## src/rtl/hazard_controller_pkg.sv

```systemverilog
// -----------------------------------------------------------------------------
// hazard_controller_pkg
// Shared pipeline definitions for the hazard controller: mult/div FSM state
// encoding, mult/div latency default, cycle-counter type and the
// source/destination register match helper.
// -----------------------------------------------------------------------------
package hazard_controller_pkg;

   // Cycles from MulDiv_Start until HI/LO are valid (legal range 2..63).
   localparam int MULDIV_CYCLES_DEFAULT = 32;

   // Wide enough to hold MULDIV_CYCLES-1 for the largest legal latency.
   localparam int MD_CNT_W = 6;
   typedef logic [MD_CNT_W-1:0] md_cnt_t;

   typedef enum logic {
      ST_IDLE = 1'b0,
      ST_BUSY = 1'b1
   } md_state_e;

   // A source depends on a destination only when it is really read and the
   // destination is not $zero (writes to $0 are discarded by the register file).
   function automatic logic reg_match(input logic       uses,
                                      input logic [4:0] src,
                                      input logic [4:0] dst);
      return uses && (src == dst) && (dst != 5'd0);
   endfunction

endpackage

```

## src/rtl/hazard_controller_muldiv_timer.sv

```systemverilog
// -----------------------------------------------------------------------------
// muldiv_timer
// Two-state (IDLE/BUSY) FSM plus down-counter tracking one multi-cycle
// mult/div operation.
// Ports:
//   CLK, RESET   clock, asynchronous active-high reset
//   start_i      launch request; honoured only in IDLE
//   busy_o       1 exactly while the state is BUSY
//   done_o       1 on the last BUSY cycle (HI/LO valid)
// -----------------------------------------------------------------------------
module muldiv_timer
   import hazard_controller_pkg::*;
#(
   parameter int MULDIV_CYCLES = MULDIV_CYCLES_DEFAULT
) (
   input  logic CLK,
   input  logic RESET,
   input  logic start_i,
   output logic busy_o,
   output logic done_o
);

   localparam md_cnt_t CNT_LOAD = md_cnt_t'(MULDIV_CYCLES - 1);

   md_state_e state_q, state_d;
   md_cnt_t   cnt_q,   cnt_d;

   // NOTE: sequential state uses non-blocking assignments so every register
   // samples the pre-edge values, independent of statement order.
   always_ff @(posedge CLK or posedge RESET) begin
      if (RESET) begin
         state_q <= ST_IDLE;
         cnt_q   <= '0;
      end else begin
         state_q <= state_d;
         cnt_q   <= cnt_d;
      end
   end

   // NOTE: every output of this block gets a default first, so no path can
   // leave a value unassigned and infer a latch.
   always_comb begin
      state_d = state_q;
      cnt_d   = cnt_q;
      busy_o  = 1'b0;
      done_o  = 1'b0;
      case (state_q)
         ST_IDLE: begin
            if (start_i) begin
               cnt_d   = CNT_LOAD;
               state_d = ST_BUSY;
            end
         end
         ST_BUSY: begin
            busy_o = 1'b1;
            // Counter runs MULDIV_CYCLES-1 .. 0, giving MULDIV_CYCLES busy cycles.
            if (cnt_q == '0) begin
               done_o  = 1'b1;
               state_d = ST_IDLE;
            end else begin
               cnt_d = cnt_q - md_cnt_t'(1);
            end
         end
         default: state_d = ST_IDLE;
      endcase
   end

endmodule

```

## src/rtl/hazard_controller.sv

```systemverilog
// -----------------------------------------------------------------------------
// hazard_controller
// ID-stage hazard detection for a 5-stage MIPS pipeline: load-use, branch
// operand and mult/div (HI/LO) hazards, taken-branch squash, mult/div launch
// and a saturating stall-cycle counter.
// Ports:
//   CLK, RESET                    clock, asynchronous active-high reset
//   ID_*                          decoded info for the instruction in ID
//   ID_EX_*, EX_MEM_*             producer info from the EX and MEM stages
//   PC_Stall, IF_ID_Stall         hold PC and IF/ID
//   ID_EX_Flush                   bubble into ID/EX
//   IF_ID_Flush                   squash fetched instruction on taken branch
//   MulDiv_Start/Busy/Done        mult/div launch, in-progress, result valid
//   StallCount                    saturating count of stalled cycles
// -----------------------------------------------------------------------------
module hazard_controller
   import hazard_controller_pkg::*;
#(
   parameter int MULDIV_CYCLES = MULDIV_CYCLES_DEFAULT
) (
   input  logic        CLK,
   input  logic        RESET,
   input  logic [4:0]  ID_RS,
   input  logic [4:0]  ID_RT,
   input  logic        ID_UsesRS,
   input  logic        ID_UsesRT,
   input  logic        ID_Branch,
   input  logic        ID_BranchTaken,
   input  logic        ID_IsMulDiv,
   input  logic        ID_ReadsHiLo,
   input  logic        ID_EX_MemRead,
   input  logic        ID_EX_RegWrite,
   input  logic [4:0]  ID_EX_WriteReg,
   input  logic        EX_MEM_MemRead,
   input  logic [4:0]  EX_MEM_WriteReg,
   output logic        PC_Stall,
   output logic        IF_ID_Stall,
   output logic        ID_EX_Flush,
   output logic        IF_ID_Flush,
   output logic        MulDiv_Start,
   output logic        MulDiv_Busy,
   output logic        MulDiv_Done,
   output logic [31:0] StallCount
);

   logic        match_ex, match_mem;
   logic        load_use_haz, branch_haz, muldiv_haz, stall;
   logic [31:0] stall_count_q, stall_count_d;

   assign match_ex  = reg_match(ID_UsesRS, ID_RS, ID_EX_WriteReg)
                    | reg_match(ID_UsesRT, ID_RT, ID_EX_WriteReg);
   assign match_mem = reg_match(ID_UsesRS, ID_RS, EX_MEM_WriteReg)
                    | reg_match(ID_UsesRT, ID_RT, EX_MEM_WriteReg);

   assign load_use_haz = ID_EX_MemRead & match_ex;
   // Branches compare in ID, so any EX result or a MEM load is still too late.
   assign branch_haz   = ID_Branch & ((ID_EX_RegWrite & match_ex)
                                    | (EX_MEM_MemRead & match_mem));
   assign muldiv_haz   = MulDiv_Busy & (ID_ReadsHiLo | ID_IsMulDiv);

   // One OR: coincident hazards cost a single stall cycle. Reset forces all
   // combinational outputs low regardless of the other inputs.
   assign stall = ~RESET & (load_use_haz | branch_haz | muldiv_haz);

   assign PC_Stall     = stall;
   assign IF_ID_Stall  = stall;
   assign ID_EX_Flush  = stall;
   // A stalled branch is re-evaluated next cycle, so it must not squash yet.
   assign IF_ID_Flush  = ~RESET & ID_BranchTaken & ~stall;
   assign MulDiv_Start = ~RESET & ~MulDiv_Busy & ID_IsMulDiv & ~stall;

   muldiv_timer #(
      .MULDIV_CYCLES (MULDIV_CYCLES)
   ) u_muldiv_timer (
      .CLK     (CLK),
      .RESET   (RESET),
      .start_i (MulDiv_Start),
      .busy_o  (MulDiv_Busy),
      .done_o  (MulDiv_Done)
   );

   always_comb begin
      stall_count_d = stall_count_q;
      if (stall && (stall_count_q != 32'hFFFF_FFFF)) begin
         stall_count_d = stall_count_q + 32'd1;
      end
   end

   always_ff @(posedge CLK or posedge RESET) begin
      if (RESET) begin
         stall_count_q <= '0;
      end else begin
         stall_count_q <= stall_count_d;
      end
   end

   assign StallCount = stall_count_q;

endmodule

```

## config.mk

```make
export PLATFORM = sky130hd
export DESIGN_NAME = hazard_controller
export DESIGN_NICKNAME = d
export VERILOG_FILES = /design/src/rtl/hazard_controller_pkg.sv /design/src/rtl/hazard_controller_muldiv_timer.sv /design/src/rtl/hazard_controller.sv
export SDC_FILE = /design/constraint.sdc
export NUM_CORES = 1
export LEC_CHECK = 0
export CORE_UTILIZATION = 50
export CTS_BUF_LIST = sky130_fd_sc_hd__clkbuf_4 sky130_fd_sc_hd__clkbuf_8
export CTS_CLUSTER_SIZE = 14
export DETAILED_ROUTE_END_ITERATION = 7
export PLACE_DENSITY = 0.95
export SLEW_MARGIN = 40
export SYNTH_ARGS = -nofsm -noshare
export SYNTH_HDL_FRONTEND = slang
export SYNTH_SLANG_ARGS = --single-unit
```

## constraint.sdc

```tcl
create_clock -name CLK -period 3.55 [get_ports CLK]
set_input_delay 0.5325 -clock CLK [delete_from_list [all_inputs] [get_ports CLK]]
set_output_delay 0.5325 -clock CLK [all_outputs]
set_load 0.01 [all_outputs]
```

### Word level (Yosys, flattened, before mapping)

Index checks and enable logic that the tools add are counted.

| operators by class | value |
|---|---|
| bitwise logic cells | 21 |
| muxes and demuxes | 9 |
| $add $sub $neg | 2 |
| reduce and logical (&&, ||, !) cells | 13 |
| equality and inequality tests | 7 |

Operators with widths:

| operator | number |
|---|---|
| $add 32x1->32 const B | 1 |
| $ne 32x32->1 const B | 1 |
| $eq 5x5->1 | 4 |
| $mux 6 | 2 |
| $pmux 6 s2 | 1 |
| $and 1x1->1 | 11 |
| $reduce_bool 5->1 | 2 |
| $logic_and 1x1->1 | 9 |
| $logic_not 6->1 | 1 |
| $or 1x1->1 | 6 |
| $sub 6x1->6 const B | 1 |
| $mux 1 | 5 |
| $ne 2x2->1 const B | 2 |
| $not 1->1 | 4 |
| $pmux 1 s2 | 1 |
| $reduce_and 2->1 | 1 |

| word-level totals | value |
|---|---|
| input bits | 31 |
| word-level logic and storage cells | 55 |
| bits in registers | 39 |
| output and inout port bits | 39 |

### Longest topological paths before layout

| logic depth | value |
|---|---|
| depth in word-level cells | 14 |
| mapped depth | 8 |

### Cells and area by module

From an unflattened synthesis, not the netlist that was laid out.

| unflattened totals | value |
|---|---|
| cell total of the unflattened synthesis | 230 |
| area total of the unflattened synthesis | 2,361.0 um^2 |

By module, submodules not included:

| module | sequential area each (um^2) | cells each | instances | area each (um^2) |
|---|---|---|---|---|
| hazard_controller | 800.8 | 191 | 1 | 1,946.9 |
| muldiv_timer | 175.2 | 39 | 1 | 414.1 |

### Least setup slack after synthesis

Ideal clock, no wire load.

| timing | value |
|---|---|
| path type | input to output |
| start | in EX_MEM_WriteReg[0] |
| end | out IF_ID_Stall |
| data required time | 3.017 ns |
| path slack | 0.973 ns |
| path buffers | 2 |
| stages on the path | 6 |
| data arrival time | 2.044 ns |
| cells stage by stage | or3_1 -> o311a_1 -> a221oi_4 -> buf_2 -> nor2_1 -> buf_4 |

| between the ends | value |
|---|---|
| longest elaborated chain between the ends | 10 |
| elaborated cells between the ends (all ways) | 14 |

Ends and longest elaborated chain:

| item | line | text |
|---|---|---|
| from (decl) | hazard_controller.sv:35 | `input logic [4:0] EX_MEM_WriteReg,` |
| $eq 5x5->1 | hazard_controller_pkg.sv:26 | `return uses && (src == dst) && (dst != 5'd0);` |
| $logic_and 1x1->1 (2 in a row) | hazard_controller_pkg.sv:26 |  |
| $or 1x1->1 * | hazard_controller.sv:53 | `\| reg_match(ID_UsesRT, ID_RT, EX_MEM_WriteReg);` |
| $and 1x1->1 * | hazard_controller.sv:58 | `\| (EX_MEM_MemRead & match_mem));` |
| $or 1x1->1 * | hazard_controller.sv:58 |  |
| $and 1x1->1 * | hazard_controller.sv:57 | `assign branch_haz = ID_Branch & ((ID_EX_RegWrite & match_ex)` |
| $or 1x1->1 * (2 in a row) | hazard_controller.sv:63 | `assign stall = ~RESET & (load_use_haz \| branch_haz \| muldiv_haz);` |
| $and 1x1->1 * | hazard_controller.sv:63 |  |
| to (decl) | hazard_controller.sv:37 | `output logic IF_ID_Stall,` |

Every way passes the cells marked *; elsewhere a longest branch is shown, timed or not.

### Worst setup path after layout

| timing | value |
|---|---|
| start | in EX_MEM_WriteReg[0] |
| end | out IF_ID_Flush |

| between the ends | value |
|---|---|
| longest elaborated chain between the ends | 12 |
| elaborated cells between the ends (all ways) | 16 |

Ends and longest elaborated chain:

| item | line | text |
|---|---|---|
| $eq 5x5->1 | hazard_controller_pkg.sv:26 |  |
| $logic_and 1x1->1 (2 in a row) | hazard_controller_pkg.sv:26 |  |
| $or 1x1->1 * | hazard_controller.sv:53 |  |
| $and 1x1->1 * | hazard_controller.sv:58 |  |
| $or 1x1->1 * | hazard_controller.sv:58 |  |
| $and 1x1->1 * | hazard_controller.sv:57 |  |
| $or 1x1->1 * (2 in a row) | hazard_controller.sv:63 |  |
| $and 1x1->1 * | hazard_controller.sv:63 |  |
| $not 1->1 * | hazard_controller.sv:69 | `assign IF_ID_Flush = ~RESET & ID_BranchTaken & ~stall;` |
| $and 1x1->1 * | hazard_controller.sv:69 |  |
| to (decl) | hazard_controller.sv:39 | `output logic IF_ID_Flush,` |

Marked as above.

==> results.md <==
- Status: finished, final reports clean
- CTS buffer count: 5
- Async S/R FF share, synth: 1.00
- Post-CTS Hold Buffers: 0
- Largest net degree at the start of global routing: 33
- Top post-synthesis cells by area: dfrtp_1 (42%), xor2_1 (11%), xnor2_1 (8.6%), nor4_1 (4.8%), nand3_1 (3.2%)
- Period utilization: 0.983
- Synth unique cells: 38
- RSZ-0062 raised after global routing: no
- Required @ worst endpoint: 3.02 ns
- Period minus WS final: between 3 and 4 ns
- Clock network power share: 0.213
- CP Class: input port to output port
- DR DRC count: 0
- Worst path cell trace: clkdlybuf4s50_1 -> or3_1 -> o311a_1 -> a22oi_1 -> nor4bb_1 -> clkdlybuf4s50_1
- Number of synthesized flops with an enable pin: 0
- Top FF cell, synth: dfrtp_1
- Power, Total: ~1.3 mW
- Worst hold path type: flip-flop to flip-flop
- Clock sink count: 39
- Total GRT Usage: 0.245
- Int Pwr: 0.895 mW
- Sw frac: 0.332
- Die area: 0.00496 sq mm
- Worst Path Arrival: 2.96 ns
- Gpl congestion: 0.879
- Rows: 24
- I/O Buffers: just under 70
- Final Hold Viols: 0
- Max Cap Violations: 0
- DRT iter0 DRCs: 100
- CTS Buffer Depth: 2
- CP max FO: 3
- Core Region: roughly 0.0044 sq mm
- First-pass GRT wire length: between 9 and 10 mm
- Comb pwr share: 0.333
- Per-cell routed wire length: 16.2 um
- Worst-margin pin slew: 0.576 ns
- F_max: 287 MHz
- Count leader, synth: dfrtp_1
- Synth Cell Area: 0.00234 sq mm
- Vias per inst: 5.93
- I/O Pins: 70
- Worst slew margin: 0.616
- Area Growth Syn to Fin: 34.7%
- Post-CTS Setup Bufs: 0
- Pwr dens: 424 mW/mm^2
- CTS tree: yes
- Drt total wl: about 5.8 mm
- Vias in the first global route: 2098
- Cell mode on critical path: clkdlybuf4s50_1
- DP HPWL: 4.25 mm
- Register bit total from synthesis: 39
- Clock root buffer: clkbuf_8
- Final Slew Violations: 0
- Setup TNS: 0 ns
- Synth top area share: 0.417
- Clock slew at reported path FFs: 0.07 ns
- Initial core utilization: 0.530
- Commonest cells in the netlist: dfrtp_1 (39), xor2_1 (29), xnor2_1 (23)
- Die Ht: around 70 um
- Synth area leader: dfrtp_1
- Critical Path Max Stage Delay: 0.59 ns
- Worst setup EP type: output port
- Cell count after synthesis: 241
- Ys Warns: 0
- Share of cells above drive strength 1: 0.0548
- Worst vdd ir: 384 uV
- Post-CTS Resized: 0
- Total grt overflow: 0
- Startpoint Class: input port
- ANT nets after route: 0
- Worst Skew: 0.00607 ns
- Sequential fraction of the synthesis area: 0.417
- Via Count: 2146
- Reg power frac: 0.454
- Slowest cell on crit path: clkdlybuf4s50_1
- Die extent in x: 70.4 um
- TritonRoute pass-1 iters: 4
- Clock Latency Late Sink: 0.29 ns
- Final setup violating endpoints: 0
- Switching pwr: 0.444 mW
- Syn avg cell area: approximately 9.7 sq um
- # diodes: 0
- Final nets: 344
- Post-Syn Nets: between 200 and 300
- LEAKAGE: 1.36 nW
- Initial antenna violation count: 0
- Htree depth: 2
[power by group through the flow]
stage | registers [mW] | logic, mW | clock network (mW)
6_report | 0.608 | 0.446 | 0.285
3_5_place_dp | 0.614 | 0.447 | 0
4_1_cts | 0.606 | 0.450 | 0.288
5_1_grt | 0.620 | 0.493 | 0.303
2_1_floorplan | 0.610 | 0.252 | 0
3_3_place_gp | 0.606 | 0.430 | 0
[layer usage]
metal	GRT usage	part of all wire	vias up
met1	0.301	0.41	1031
li1	-	-	1015
met4	0.0844	0.018	0
met5	0	0	-
met3	0.0693	0.080	11
met2	0.410	0.49	89
[metrics by stage]
step,area [sq um],hold slack (ns),utilization,cells,setup slack (ns)
2_1_floorplan,2340,0.498,-,241,0.973
3_3_place_gp,3080,0.473,0.697,356,0.212
3_5_place_dp,3080,0.481,0.697,356,0.0790
4_1_cts,3150,0.491,0.715,362,0.0807
5_1_grt,3150,0.500,0.715,362,0.0283
6_report,3150,0.487,0.715,362,0.0619
[cells by family after synthesis]
family          share of synthesized area
mux                                0.0160
buf+inv                            0.0369
fa+ha+maj                          0.0107
flops                               0.417
compound gates                     0.0641
simple gates                        0.261
xor+xnor                            0.195
[worst max-delay path, delay by kind of cell]
family	cells	cell delay, ns
AOI/OAI and AO/OA	2	0.59
and+or+nand+nor	2	0.76
buffers and inverters	2	1.07
[registers in the layout, indices dropped and copies added (netlist names)]
| signal | count |
|---|---|
| u_muldiv_timer.cnt_q | 6 |
| u_muldiv_timer.state_q | 1 |
| StallCount | 32 |
[area by class of cell]
type	count	area, sq um
Multi-Input combinational cell	184	1280
Fill cell	328	1260
Sequential cell	39	976
Timing Repair Buffer	75	736
Clock buffer	6	76.3
Tap cell	52	65.1
Inverter	6	22.5
[cell usage in the layout (no fill, tap or decap), types with 2 or more instances in the layout]
| cell type | synthesis | final |
|---|---|---|
| inv_1 | 6 | 6 |
| nor4b_1 | 7 | 7 |
| xor2_1 | 29 | 29 |
| dfrtp_1 | 39 | 39 |
| nand4_1 | 9 | 9 |
| nor4_1 | 18 | 18 |
| nor3_1 | 11 | 11 |
| ha_1 | 2 | 2 |
| xnor2_1 | 23 | 23 |
| clkdlybuf4s50_1 | 0 | 69 |
| and3_1 | 7 | 7 |
| mux2_2 | 2 | 2 |
| and2_1 | 3 | 3 |
| nor2b_1 | 2 | 2 |
| o22ai_1 | 2 | 2 |
| nand2_1 | 16 | 16 |
| o211ai_1 | 2 | 2 |
| nand3_1 | 15 | 15 |
| a21oi_1 | 7 | 7 |
| clkbuf_8 | 0 | 5 |
| a22oi_1 | 3 | 3 |
| nor2_1 | 8 | 8 |
| and4_1 | 3 | 3 |
| buf_4 | 2 | 6 |
| or3_1 | 3 | 3 |
[path summary, 6_finish.rpt]
| check | start | end | depth (start not counted) | slack, ns |
|---|---|---|---|---|
| setup reg to reg | StallCount[2]$_DFFE_PP0P_ | StallCount[1]$_DFFE_PP0P_ | 7 | 1.15 |
| min in group asynchronous | RESET | StallCount[31]$_DFFE_PP0P_ | 3 | 1.06 |
| setup / recovery | EX_MEM_WriteReg[0] | IF_ID_Flush | 6 | 0.06 |
| hold reg to reg | StallCount[16]$_DFFE_PP0P_ | StallCount[16]$_DFFE_PP0P_ | 1 | 0.49 |
| max in group asynchronous | RESET | StallCount[12]$_DFFE_PP0P_ | 4 | 1.75 |
| hold / removal | StallCount[16]$_DFFE_PP0P_ | StallCount[16]$_DFFE_PP0P_ | 1 | 0.49 |
Note: power is estimated with default switching activity, not from simulation.
